## config.mk

```make
export PLATFORM = sky130hd
export DESIGN_NAME = if_id_fetch_stage_flat
export DESIGN_NICKNAME = d
export VERILOG_FILES = /design/src/rtl/if_id_fetch_stage_if.sv /design/src/rtl/if_id_fetch_stage.sv /design/src/flat_wrapper.sv
export SDC_FILE = /design/constraint.sdc
export NUM_CORES = 1
export LEC_CHECK = 0
export CELL_PAD_IN_SITES_DETAIL_PLACEMENT = 2
export CELL_PAD_IN_SITES_GLOBAL_PLACEMENT = 2
export CORE_MARGIN = 2
export CORE_UTILIZATION = 27
export DETAILED_ROUTE_END_ITERATION = 6
export GPL_ROUTABILITY_DRIVEN = 1
export PLACE_DENSITY_LB_ADDON = 0.1
export SYNTH_ARGS = -nofsm -noshare
export SYNTH_HDL_FRONTEND = slang
export SYNTH_SLANG_ARGS = --single-unit
```

## constraint.sdc

```tcl
create_clock -name clk_i -period 5 [get_ports clk_i]
set_clock_uncertainty 0.2 [all_clocks]
set_input_delay 1 -clock clk_i [delete_from_list [all_inputs] [get_ports clk_i]]
set_output_delay 1 -clock clk_i [all_outputs]
set_load 0.01 [all_outputs]
```

## src/rtl/if_id_fetch_stage_if.sv

```systemverilog
// Bundle between the fetch stage and its neighbours (IM, hazard/branch unit, decode).
// The stage side uses the master modport; the environment/bench uses the slave modport.
interface if_id_fetch_stage_if #(
  parameter int ADDR_W = 32
);
  // Control requests from hazard/branch logic.
  logic              stall_i;
  logic              branch_taken_i;
  logic [ADDR_W-1:0] branch_target_i;
  logic              flush_i;
  // Instruction memory (combinational read at pc_o).
  logic [31:0]       instr_i;
  logic [ADDR_W-1:0] pc_o;
  // Handshake: decode consumes if_id_instr_o/if_id_pc4_o only while
  // if_id_valid_o=1; there is no ready, back-pressure is expressed via stall_i.
  logic [31:0]       if_id_instr_o;
  logic [ADDR_W-1:0] if_id_pc4_o;
  logic              if_id_valid_o;
  logic              halted_o;
  logic [31:0]       fetch_cnt_o;
  logic [31:0]       stall_cnt_o;
  // Halt FSM state for observation: 0=RUN, 1=DRAIN, 2=HALT.
  logic [1:0]        dbg_state;

  modport master (
    input  stall_i, branch_taken_i, branch_target_i, flush_i, instr_i,
    output pc_o, if_id_instr_o, if_id_pc4_o, if_id_valid_o, halted_o,
           fetch_cnt_o, stall_cnt_o, dbg_state
  );

  modport slave (
    output stall_i, branch_taken_i, branch_target_i, flush_i, instr_i,
    input  pc_o, if_id_instr_o, if_id_pc4_o, if_id_valid_o, halted_o,
           fetch_cnt_o, stall_cnt_o, dbg_state
  );
endinterface

```

## src/rtl/if_id_fetch_stage.sv

```systemverilog
// Instruction-fetch stage: PC register, IF/ID register and end-of-program halt FSM.
// Optional macro FETCH_STATS_EN builds fetch/stall statistic counters.
module if_id_fetch_stage #(
  parameter int                ADDR_W      = 32,
  parameter logic [ADDR_W-1:0] PC_RESET    = '0,
  parameter int                DRAIN_DEPTH = 5
) (
  input  logic                 clk_i,
  input  logic                 rst_n,
  if_id_fetch_stage_if.master  bus
);

  localparam int CNT_W = $clog2(DRAIN_DEPTH + 1);

  typedef enum logic [1:0] {
    RUN   = 2'd0,
    DRAIN = 2'd1,
    HALT  = 2'd2
  } state_t;

  state_t            state_q, state_d;
  logic [CNT_W-1:0]  zcnt_q, zcnt_d;
  logic [ADDR_W-1:0] pc_q, pc_d;
  logic [31:0]       instr_q, instr_d;
  logic [ADDR_W-1:0] pc4_q, pc4_d;
  logic              valid_q, valid_d;

  logic [ADDR_W-1:0] pc_plus4;
  logic [ADDR_W-1:0] target_aligned;
  logic [CNT_W-1:0]  zcnt_inc;
  logic              advance;

  // Modulo 2^ADDR_W wrap is intended; the carry out is simply dropped.
  assign pc_plus4       = pc_q + ADDR_W'(4);
  assign target_aligned = bus.branch_target_i & ~ADDR_W'(3);
  assign zcnt_inc       = zcnt_q + 1'b1;

  always_ff @(posedge clk_i or negedge rst_n) begin
    if (!rst_n) begin
      state_q <= RUN;
      zcnt_q  <= '0;
      pc_q    <= PC_RESET;
      instr_q <= '0;
      pc4_q   <= '0;
      valid_q <= 1'b0;
    end else begin
      state_q <= state_d;
      zcnt_q  <= zcnt_d;
      pc_q    <= pc_d;
      instr_q <= instr_d;
      pc4_q   <= pc4_d;
      valid_q <= valid_d;
    end
  end

  always_comb begin
    state_d = state_q;
    zcnt_d  = zcnt_q;
    pc_d    = pc_q;
    instr_d = instr_q;
    pc4_d   = pc4_q;
    valid_d = valid_q;
    advance = 1'b0;

    if (state_q == HALT) begin
      // Frozen until reset; IF/ID decays to a bubble.
      instr_d = '0;
      valid_d = 1'b0;
    end else if (bus.branch_taken_i) begin
      pc_d    = target_aligned;
      instr_d = '0;
      pc4_d   = '0;
      valid_d = 1'b0;
      state_d = RUN;
      zcnt_d  = '0;
    end else if (bus.flush_i) begin
      pc_d    = pc_plus4;
      instr_d = '0;
      pc4_d   = '0;
      valid_d = 1'b0;
    end else if (!bus.stall_i) begin
      advance = 1'b1;
      pc_d    = pc_plus4;
      instr_d = bus.instr_i;
      pc4_d   = pc_plus4;
      valid_d = 1'b1;
      // Zero words still enter IF/ID as no-ops while the run is counted.
      if (bus.instr_i == 32'd0) begin
        zcnt_d = zcnt_inc;
        if (zcnt_inc >= CNT_W'(DRAIN_DEPTH)) begin
          state_d = HALT;
        end else begin
          state_d = DRAIN;
        end
      end else begin
        state_d = RUN;
        zcnt_d  = '0;
      end
    end
  end

  assign bus.pc_o          = pc_q;
  assign bus.if_id_instr_o = instr_q;
  assign bus.if_id_pc4_o   = pc4_q;
  assign bus.if_id_valid_o = valid_q;
  assign bus.halted_o      = (state_q == HALT);
  assign bus.dbg_state     = state_q;

`ifdef FETCH_STATS_EN
  logic [31:0] fetch_cnt_q;
  logic [31:0] stall_cnt_q;

  always_ff @(posedge clk_i or negedge rst_n) begin
    if (!rst_n) begin
      fetch_cnt_q <= '0;
      stall_cnt_q <= '0;
    end else if (state_q != HALT) begin
      if (advance) begin
        fetch_cnt_q <= fetch_cnt_q + 32'd1;
      end
      if (bus.stall_i && !bus.branch_taken_i) begin
        stall_cnt_q <= stall_cnt_q + 32'd1;
      end
    end
  end

  assign bus.fetch_cnt_o = fetch_cnt_q;
  assign bus.stall_cnt_o = stall_cnt_q;
`else
  logic unused_advance;
  assign unused_advance  = advance;
  assign bus.fetch_cnt_o = '0;
  assign bus.stall_cnt_o = '0;
`endif

endmodule

```

## src/flat_wrapper.sv

```systemverilog
// flat-port wrapper written by rule: the top's interface ports become plain ports
module if_id_fetch_stage_flat 
#(
  parameter int                ADDR_W      = 32,
  parameter logic [ADDR_W-1:0] PC_RESET    = '0,
  parameter int                DRAIN_DEPTH = 5
)
  (clk_i, rst_n, bus_stall_i, bus_branch_taken_i, bus_branch_target_i, bus_flush_i, bus_instr_i, bus_pc_o, bus_if_id_instr_o, bus_if_id_pc4_o, bus_if_id_valid_o, bus_halted_o, bus_fetch_cnt_o, bus_stall_cnt_o, bus_dbg_state);
  if_id_fetch_stage_if #(.ADDR_W(ADDR_W)) bus_i ();
  input  logic clk_i;
  input  logic rst_n;
  input wire logic [$bits(bus_i.stall_i)-1:0] bus_stall_i;
  input wire logic [$bits(bus_i.branch_taken_i)-1:0] bus_branch_taken_i;
  input wire logic [$bits(bus_i.branch_target_i)-1:0] bus_branch_target_i;
  input wire logic [$bits(bus_i.flush_i)-1:0] bus_flush_i;
  input wire logic [$bits(bus_i.instr_i)-1:0] bus_instr_i;
  output wire logic [$bits(bus_i.pc_o)-1:0] bus_pc_o;
  output wire logic [$bits(bus_i.if_id_instr_o)-1:0] bus_if_id_instr_o;
  output wire logic [$bits(bus_i.if_id_pc4_o)-1:0] bus_if_id_pc4_o;
  output wire logic [$bits(bus_i.if_id_valid_o)-1:0] bus_if_id_valid_o;
  output wire logic [$bits(bus_i.halted_o)-1:0] bus_halted_o;
  output wire logic [$bits(bus_i.fetch_cnt_o)-1:0] bus_fetch_cnt_o;
  output wire logic [$bits(bus_i.stall_cnt_o)-1:0] bus_stall_cnt_o;
  output wire logic [$bits(bus_i.dbg_state)-1:0] bus_dbg_state;
  assign bus_i.stall_i = bus_stall_i;
  assign bus_i.branch_taken_i = bus_branch_taken_i;
  assign bus_i.branch_target_i = bus_branch_target_i;
  assign bus_i.flush_i = bus_flush_i;
  assign bus_i.instr_i = bus_instr_i;
  assign bus_pc_o = bus_i.pc_o;
  assign bus_if_id_instr_o = bus_i.if_id_instr_o;
  assign bus_if_id_pc4_o = bus_i.if_id_pc4_o;
  assign bus_if_id_valid_o = bus_i.if_id_valid_o;
  assign bus_halted_o = bus_i.halted_o;
  assign bus_fetch_cnt_o = bus_i.fetch_cnt_o;
  assign bus_stall_cnt_o = bus_i.stall_cnt_o;
  assign bus_dbg_state = bus_i.dbg_state;
  if_id_fetch_stage #(.ADDR_W(ADDR_W), .PC_RESET(PC_RESET), .DRAIN_DEPTH(DRAIN_DEPTH)) u_core (.clk_i(clk_i), .rst_n(rst_n), .bus(bus_i));
endmodule
```

Word level (Yosys, flattened, before mapping)
Cells that the tools add are included.
{ "totals": {"ff_bits": 102, "input_bits": 69, "elab_cells": 40} }
{ "classes": {"add_sub_neg": 2, "order_cmp": 1, "n_eq_ne": 5, "muxes": 22, "bitwise": 1, "reduce_logical": 3} }
{ "ops": {"columns": ["cell", "count"], "rows": [
  ["$mux 32", 9],
  ["$add 32x3->32 const B", 1],
  ["$logic_not 32->1", 1],
  ["$mux 3", 4],
  ["$mux 2", 5],
  ["$mux 1", 4],
  ["$ne 4x1->1 const B", 1],
  ["$add 3x1->3 const B", 1],
  ["$ge 3x3->1 const B", 1],
  ["$ne 3x1->1 const B", 1],
  ["$reduce_and 3->1", 1],
  ["$eq 2x2->1 const B", 1],
  ["$ne 2x1->1 const B", 1],
  ["$ne 2x2->1 const B", 1],
  ["$reduce_and 2->1", 1],
  ["$not 1->1", 1]
]} }

Logic depth before layout (Yosys ltp)
Gate-level depths: netlist (run 1).
{ "depth": {"word_depth": 7, "mapped_depth": 8} }

Worst setup path after synthesis (run 1)
Ideal clock, no wire load.
{ "synth_timing": {"path_kind": "in2reg", "from": "in bus_stall_i", "to": "reg u_core.pc_q[17] (netlist: u_core.bus.pc_o[17])", "setup_time_ps": 83, "arrival_time_ps": 2384, "required_ps": 4717, "slack_ps": 2334, "path_stages": 7, "n_path_buf": 3, "path_cell_list": "buf_2 -> or3b_2 -> nand2_1 -> buf_2 -> clkbuf_1 -> a22oi_1 -> o21ai_0"} }
{ "synth_via": {"elab_chain_cells": 2} }
{ "synth_lines": {"columns": ["item", "line", "source"], "rows": [
  ["from (decl)", "flat_wrapper.sv:12", "input wire logic [$bits(bus_i.stall_i)-1:0] bus_stall_i;"],
  ["$ne 3x1->1 (no line)", null, null],
  ["$reduce_and 2->1 (no line)", null, null],
  ["to (signal assigned)", "if_id_fetch_stage.sv:49", "pc_q <= pc_d;"],
  ["to (decl)", "if_id_fetch_stage.sv:23", "logic [ADDR_W-1:0] pc_q, pc_d;"]
]} }
No other way between the ends.
A chain may end at the register's enable or synchronous reset.

Final worst setup path (run 1)
{ "layout_timing": {"from": "in bus_stall_i", "to": "reg u_core.pc_q[30] (netlist: u_core.bus.pc_o[30])"} }
The elaborated chain is that of the path after synthesis.

==> metrics.md, run 1 <==
| Metric | Value |
|---|---|
| Run status | `finished, final reports clean` |
| Synthesized area per cell | `around 9 um^2` |
| Die Width | `approximately 150 um` |
| Clock latency on the worst-skew pair | `0.35 ns` |
| Count of input and output buffers | `164` |
| Post-synthesis compound-gate area fraction | `0.134` |
| Worst-margin pin slew | `between 1 and 1.5 ns` |
| GRT Total Usage | `0.186` |
| Worst Setup Path Type | `in -> reg` |
| Post-synthesis cell area | `about 0.0057 mm^2` |
| HP Class | `reg -> reg` |
| Crit. End Element | `flop` |
| Max frequency | `roughly 290 MHz` |
| Dpl hpwl | `roughly 15 mm` |
| Via count | `roughly 5.2k` |
| NumNets Final | `a little over 800` |
| N_diodes | `0` |
| Max capacitance violation total | `0` |
| CP max stage cell | `buf_2` |
| CTS root buffer | `clkbuf_16` |
| Vias per cell | `roughly 5` |
| Worst Path Buf+Inv | `2` |
| Die span in y | `around 150 um` |
| Main flop type after synthesis | `dfrtp_1` |
| Mux contribution to synthesized area | `0.0755` |
| Worst path cell trace | `buf_2, or3b_2, nand2_2, buf_12, nor3_1, a211oi_1` |
| # setup viols final | `0` |
| Synth Area in Adders | `0.00657` |
| Synth top area share | `0.433` |
| Post-route clock period utilization | `0.691` |
| Post-CTS Resized | `0` |
| Crit-path leading delay family | `simple AND/OR/NAND/NOR gates` |
| Gp weighted congestion | `around 0.74` |
| Routed wire per std cell | `between 15 and 20 um` |
| Largest net degree at the start of global routing | `67` |
| Global route overflow | `0` |
| I/O pin count | `around 230` |
| CP Data Required Time | `slightly above 5 ns` |
| Core area | `roughly 0.021 mm^2` |
| Data arrival, critical path | `approximately 3.5 ns` |
| RSZ-0062 raised after global routing | `false` |
| Cells after synthesis | `around 620` |
| Antenna Nets Post-Route | `0` |
| Routed WL | `slightly above 20 mm` |
| Post-CTS Setup Inserts | `0` |
| Hold_buf cts | `0` |
| Post-synth EDFFs | `0` |
| Layout cells sized above 1 | `0.0476` |
| Post-synthesis simple-gate area fraction | `0.199` |
| CTS H-Tree Depth | `3` |
| Max Transition Viols Final | `0` |
| CTS tree | `built` |
| Synth unique cells | `51` |
| Most frequent cells in the layout | `clkdlybuf4s50_1 (162), dfrtp_1 (99), conb_1 (66), nor2_1 (52), nand2_1 (48)` |
| Main area contributors after synthesis | `dfrtp_1 (43%), buf_4 (8.8%), mux2i_1 (7.4%)` |
| Leakage | `3.18 nW` |
| Largest area contributor in the synthesized netlist | `dfrtp_1` |
| Cell Rows | `53` |
| Largest family of logic cells by synthesized area | `simple AND/OR/NAND/NOR gates` |
| Number of global-route vias before repair | `5673` |
| First-pass GRT wire length | `roughly 32 mm` |
| Utilization after layout | `0.364` |
| CTS Sinks | `99` |
| Drt first pass iters | `4` |
| Period minus WS final | `around 3.5 ns` |
| Maximum buffer depth of the clock tree | `2` |
| Die footprint | `0.0224 mm^2` |
| Yosys warnings | `0` |
| Effective utilization at floorplan | `0.274` |
| Worst-path clk slew | `0.07 ns` |
| Commonest non-fill, non-tap cell in the layout | `clkdlybuf4s50_1` |
| Peak VDD IR | `between 100 and 150 uV` |
| Post-synthesis xor/xnor area fraction | `0.0184` |
| Crit-path max cell delay | `0.80 ns` |
| CP max FO | `38` |
| Crit start category | `input port` |
| Pre-CTS setup slack | `1.12 ns` |
| Slew HR | `0.224` |
| DRC viols | `0` |
| Initial antenna violation count | `0` |
| CTS Buf Count | `9` |
| Setup TNS | `0 ns` |
| Register area share after synthesis | `0.433` |
| Cell area power density | `approximately 270 mW/mm^2` |
| Drt initial violations | `~180` |
| Final Hold Viols | `0` |
| Post-synth ARST share | `1.00` |
| Worst Setup Slack, final | `~1.5 ns` |
| Yosys reg bits | `a little under 100` |
| Synth-to-layout area growth | `33.1%` |
==> layer usage <==
| metal | track usage | vias up | part of all wire |
|---|---|---|---|
| met2 | 0.314 | 154 | 0.49 |
| li1 | - | 2366 | - |
| met3 | 0.0628 | 17 | 0.082 |
| met1 | 0.225 | 2621 | 0.41 |
| met5 | 0 | - | 0 |
| met4 | 0.0548 | 0 | 0.015 |
==> final timing paths <==
path / from / to / slack [ns] / cells past startpoint
worst max-delay path: bus_stall_i / u_core.bus.pc_o[30] / 1.55 / 6
worst min-delay path: u_core.bus.if_id_pc4_o[20] / u_core.bus.if_id_pc4_o[20] / 0.28 / 2
worst max register to register: u_core.bus.dbg_state[0] / u_core.bus.if_id_pc4_o[25] / 1.89 / 6
worst min register to register: u_core.bus.if_id_pc4_o[20] / u_core.bus.if_id_pc4_o[20] / 0.28 / 2
max in group asynchronous: rst_n / u_core.bus.pc_o[27] / 3.01 / 2
min in group asynchronous: rst_n / u_core.bus.if_id_pc4_o[9] / 0.57 / 1
==> layout make-up <==
class	count	area [um^2]
clock buffer	15	288
multi-input combinational	457	2740
inverter	12	45.0
fill	2305	13300
tap	275	344
sequential	99	2480
clock inverter	1	5.00
timing repair buffer	173	1710
==> cell usage after synthesis, types with 3 or more instances <==
cell type / count
dfrtp_1: 99
buf_4: 67
nor2_1: 52
nand2_1: 49
mux2i_1: 42
clkbuf_1: 31
o21ai_0: 29
nor3_1: 25
nand3_1: 22
nor4_1: 22
o22ai_1: 17
or4_1: 15
buf_2: 13
a22oi_1: 12
inv_1: 11
a211oi_1: 10
a21oi_1: 9
nand4_1: 9
o211ai_1: 9
xnor2_1: 8
a221o_1: 6
and3_1: 6
a311oi_1: 5
nand2b_1: 4
o21a_1: 4
xor2_1: 4
a22o_1: 3
and2_1: 3
buf_1: 3
ha_1: 3
==> flip-flops by register name (all words and copies together), names as in the netlist <==
name,count
u_core.bus.if_id_instr_o,32
u_core.bus.if_id_pc4_o,31
u_core.zcnt_q,3
u_core.bus.pc_o,30
u_core.bus.dbg_state,2
u_core.bus.if_id_valid_o,1
==> through the flow <==
step,hold WS [ns],std cells,instance area [um^2],power (W)
2_1_floorplan,0.264,684,5960,0.00117
3_3_place_gp,0.264,1016,7320,0.00136
3_5_place_dp,0.270,1016,7320,0.00137
4_1_cts,0.287,1032,7610,0.00210
5_1_grt,0.321,1032,7610,0.00217
6_report,0.278,1032,7610,0.00206
==> cell families after synthesis <==
kind of cell | Yosys count
adders and majority gates | 3
muxes | 43
DFF | 99
buffers and inverters | 128
xor gates and xnor gates | 12
other | 1
AOI/OAI and AO/OA | 113
and+or+nand+nor | 220
==> power by group <==
part	total [W]	switching, W	internal [W]
Sequential	0.000936	0.0000881	0.000848
Clock	0.000708	0.000316	0.000393
Combinational	0.000416	0.000214	0.000202
==> tightest hold or removal path, delay by kind of cell, from the launching register on <==
family | cells | cell delay (ns)
flip-flops | 1 | 0.34
AND/OR/NAND/NOR | 2 | 0.10
Note: power is estimated with default switching activity, not from simulation.
==> run 2, diff against run 1 <==
--- a/config.mk
+++ b/config.mk
@@ -8,7 +8,7 @@
 export CELL_PAD_IN_SITES_DETAIL_PLACEMENT = 2
 export CELL_PAD_IN_SITES_GLOBAL_PLACEMENT = 2
 export CORE_MARGIN = 2
-export CORE_UTILIZATION = 27
+export CORE_UTILIZATION = 23
 export DETAILED_ROUTE_END_ITERATION = 6
 export GPL_ROUTABILITY_DRIVEN = 1
 export PLACE_DENSITY_LB_ADDON = 0.1
==> constraint.sdc (replaced) <==
create_clock -name clk_i -period 2.77 [get_ports clk_i]
set_clock_uncertainty 0.2 [all_clocks]
set_input_delay 0.554 -clock clk_i [delete_from_list [all_inputs] [get_ports clk_i]]
set_output_delay 0.554 -clock clk_i [all_outputs]
set_load 0.01 [all_outputs]
==> run 2 against run 1 <==
Critical endpoint is now u_core.bus.if_id_pc4_o[28]. Clock power grew 79%. Largest cell class unchanged. Global-route usage shrank 1.9 points. Sequential power grew 76%. Register-to-register slack lost 1.6 ns.
==> metrics.md, run 2 (synthesis results as in run 1) <==
| Metric | Value |
|---|---|
| Run status | `finished, final reports clean` |
| Post-CTS Setup Inserts | `0 (unchanged)` |
| Fillers | `2747 (+19%)` |
| Data arrival, critical path | `2.56 ns (-0.95 ns)` |
| CTS Buf Count | `9 (unchanged)` |
| CTS Sinks | `99 (unchanged)` |
| Worst Setup Path Type | `reg -> reg` |
| Cells after DPL | `1097 (+8.0%)` |
| Clock latency on the worst-skew pair | `0.35 ns (about the same)` |
| Via count | `5283 (+2.4%)` |
| Max frequency | `roughly 400 MHz` |
| CTS H-Tree Depth | `3 (unchanged)` |
| Initial antenna violation count | `2 (+2)` |
| Setup TNS | `0 ns (unchanged)` |
| Dpl hpwl | `15.9 mm (+8.6%)` |
| Core area | `0.0244 mm^2 (+17%)` |
| Crit start category | `flop` |
| Most frequent cells in the layout | `clkdlybuf4s50_1 (162), dfrtp_1 (99), conb_1 (66), nor2_1 (52), nand2_1 (48)` |
| CP Data Required Time | `2.81 ns (-2.25 ns)` |
| DRC viols | `0 (unchanged)` |
| Die span in y | `162 um (+8.1%)` |
| DP Area | `0.00767 mm^2 (+4.8%)` |
| Max capacitance violation total | `0 (unchanged)` |
| Drt first pass iters | `4 (unchanged)` |
| Period minus WS final | `2.52 ns` |
| Cell Rows | `57 (+7.5%)` |
| Leakage | `3.35 nW (+5.4%)` |
| Number of global-route vias before repair | `5785 (+2.0%)` |
| CTS tree | `built` |
| Synth-to-layout area growth | `39.4%` |
| Layout cells sized above 1 | `0.0873 (+0.0398)` |
| Gp weighted congestion | `0.768 (+3.8%)` |
| CP max FO | `16 (-58%)` |
| NumNets Final | `857 (+4.0%)` |
| Pre-CTS setup slack | `0.113 ns (-1.01 ns)` |
| I/O pin count | `233 (unchanged)` |
| Slew HR | `0.591 (+0.367)` |
| Utilization after layout | `0.327 (-0.0374)` |
| Die Width | `162 um (+8.1%)` |
| Largest net degree at the start of global routing | `54 (-19%)` |
| Area of the multi-input gates | `0.00274 mm^2 (unchanged)` |
| Peak VDD IR | `239 uV (+63%)` |
| Effective utilization at floorplan | `0.234 (-0.0393)` |
| Finished Layout Cells | `1115 (+8.0%)` |
| CTS root buffer | `clkbuf_16` |
| Global route overflow | `0 (unchanged)` |
| Cell area power density | `473 mW/mm^2 (+75%)` |
| Antenna Nets Post-Route | `0 (unchanged)` |
| Reg area | `0.00248 mm^2 (unchanged)` |
| Final Hold Viols | `0 (unchanged)` |
| GRT Total Usage | `0.168 (-0.0185)` |
| Routed WL | `21.4 mm (+4.3%)` |
| HP Class | `reg -> reg` |
| Post-route clock period utilization | `0.909` |
| Design area | `0.00797 mm^2 (+4.8%)` |
| Largest register FFs | `32 (unchanged)` |
| Drt initial violations | `161 (-9.0%)` |
| # setup viols final | `0 (unchanged)` |
| Worst Setup Slack, final | `0.253 ns (-1.29 ns)` |
| First-pass GRT wire length | `34.3 mm (+6.5%)` |
| Max Transition Viols Final | `0 (unchanged)` |
| Commonest non-fill, non-tap cell in the layout | `clkdlybuf4s50_1` |
| Vias per cell | `4.74 (-5.2%)` |
| Die footprint | `0.0261 mm^2 (+17%)` |
| Worst-margin pin slew | `0.608 ns (-0.556 ns)` |
| Maximum buffer depth of the clock tree | `2 (unchanged)` |
| RSZ-0062 raised after global routing | `false` |
| Routed wire per std cell | `19.2 um (-3.5%)` |
| Worst-path clk slew | `0.08 ns (about the same)` |
| Count of input and output buffers | `164 (unchanged)` |
| Crit. End Element | `flop` |
## run 2: cell types whose count changed in the layout (fill, tap and decap cells not counted), sizes merged
cell,before,now
buf,11,43
clkbuf,15,13
clkinv,2,3
clkinvlp,0,1
diode,0,1
dlygate4sd3,0,1
## run 2: timing repair
item	CTS	global route
endpoints found under the setup margin	0	0
hold endpoints to repair	14	0
gates resized for setup	0	0
hold buffers	1	0
## run 2: final cells by class
class / count / area share
inverter: 12 / 0.00565
tap: 324 / 0.0509
clock inverter: 3 / 0.00267
clock buffer: 13 / 0.0339
timing repair buffer: 206 / 0.253
sequential: 99 / 0.311
multi-input combinational: 457 / 0.343
antenna: 1 / 0.000314
## run 2: per-layer routing
metal  routed length [um]  vias to the layer above  part of all wire  GRT usage
met1                 9040                     2677              0.42      0.208
met3                 1960                       15             0.091     0.0654
li1                     -                     2431                 -          -
met2                10200                      160              0.47      0.277
met5                    0                        -                 0          0
met4                  248                        0             0.012     0.0370
## run 2: worst paths after layout
check	endpoint	startpoint	cells past startpoint	slack [ns]
min in group asynchronous	u_core.bus.if_id_pc4_o[9]	rst_n	2	0.44
max in group asynchronous	u_core.bus.if_id_instr_o[3]	rst_n	3	1.33
setup / recovery	u_core.bus.if_id_pc4_o[28]	u_core.bus.pc_o[8]	5	0.25
hold / removal	u_core.bus.if_id_pc4_o[25]	u_core.bus.if_id_pc4_o[25]	2	0.28
setup reg to reg	u_core.bus.if_id_pc4_o[28]	u_core.bus.pc_o[8]	5	0.25
hold reg to reg	u_core.bus.if_id_pc4_o[25]	u_core.bus.if_id_pc4_o[25]	2	0.28
## run 2: where the power goes
part | switching [W] | total (W) | internal, W
clock | 0.000587 | 0.00127 | 0.000686
combinational | 0.000438 | 0.000850 | 0.000411
sequential | 0.000118 | 0.00165 | 0.00153
total | 0.00114 | 0.00377 | 0.00263
## run 2: critical path: stages, from the launching register on
cell and delay [ns]:
dfrtp_1 0.51, nand4_2 0.25, or4_1 0.58, buf_4 0.23, o311a_1 0.36, a221o_1 0.27
## run 2: through the flow
| step | total power, W | hold WS, ns |
|---|---|---|
| after floorplan | 0.00210 | 0.0584 |
| after global placement | 0.00251 | 0.255 |
| after detailed placement | 0.00254 | 0.257 |
| after CTS | 0.00385 | 0.294 |
| after global routing | 0.00399 | 0.322 |
| final | 0.00377 | 0.284 |
==> run 3, diff against run 2 <==
--- a/config.mk
+++ b/config.mk
@@ -5,12 +5,13 @@
 export SDC_FILE = /design/constraint.sdc
 export NUM_CORES = 1
 export LEC_CHECK = 0
+export ABC_CLOCK_PERIOD_IN_PS = 2770
+export CAP_MARGIN = 20
 export CELL_PAD_IN_SITES_DETAIL_PLACEMENT = 2
 export CELL_PAD_IN_SITES_GLOBAL_PLACEMENT = 2
 export CORE_MARGIN = 2
 export CORE_UTILIZATION = 23
 export DETAILED_ROUTE_END_ITERATION = 6
-export GPL_ROUTABILITY_DRIVEN = 1
 export PLACE_DENSITY_LB_ADDON = 0.1
 export SYNTH_ARGS = -nofsm -noshare
 export SYNTH_HDL_FRONTEND = slang
==> results of run 3 <==
No change in the layout: final DEF, timing and power equal those of run 2.
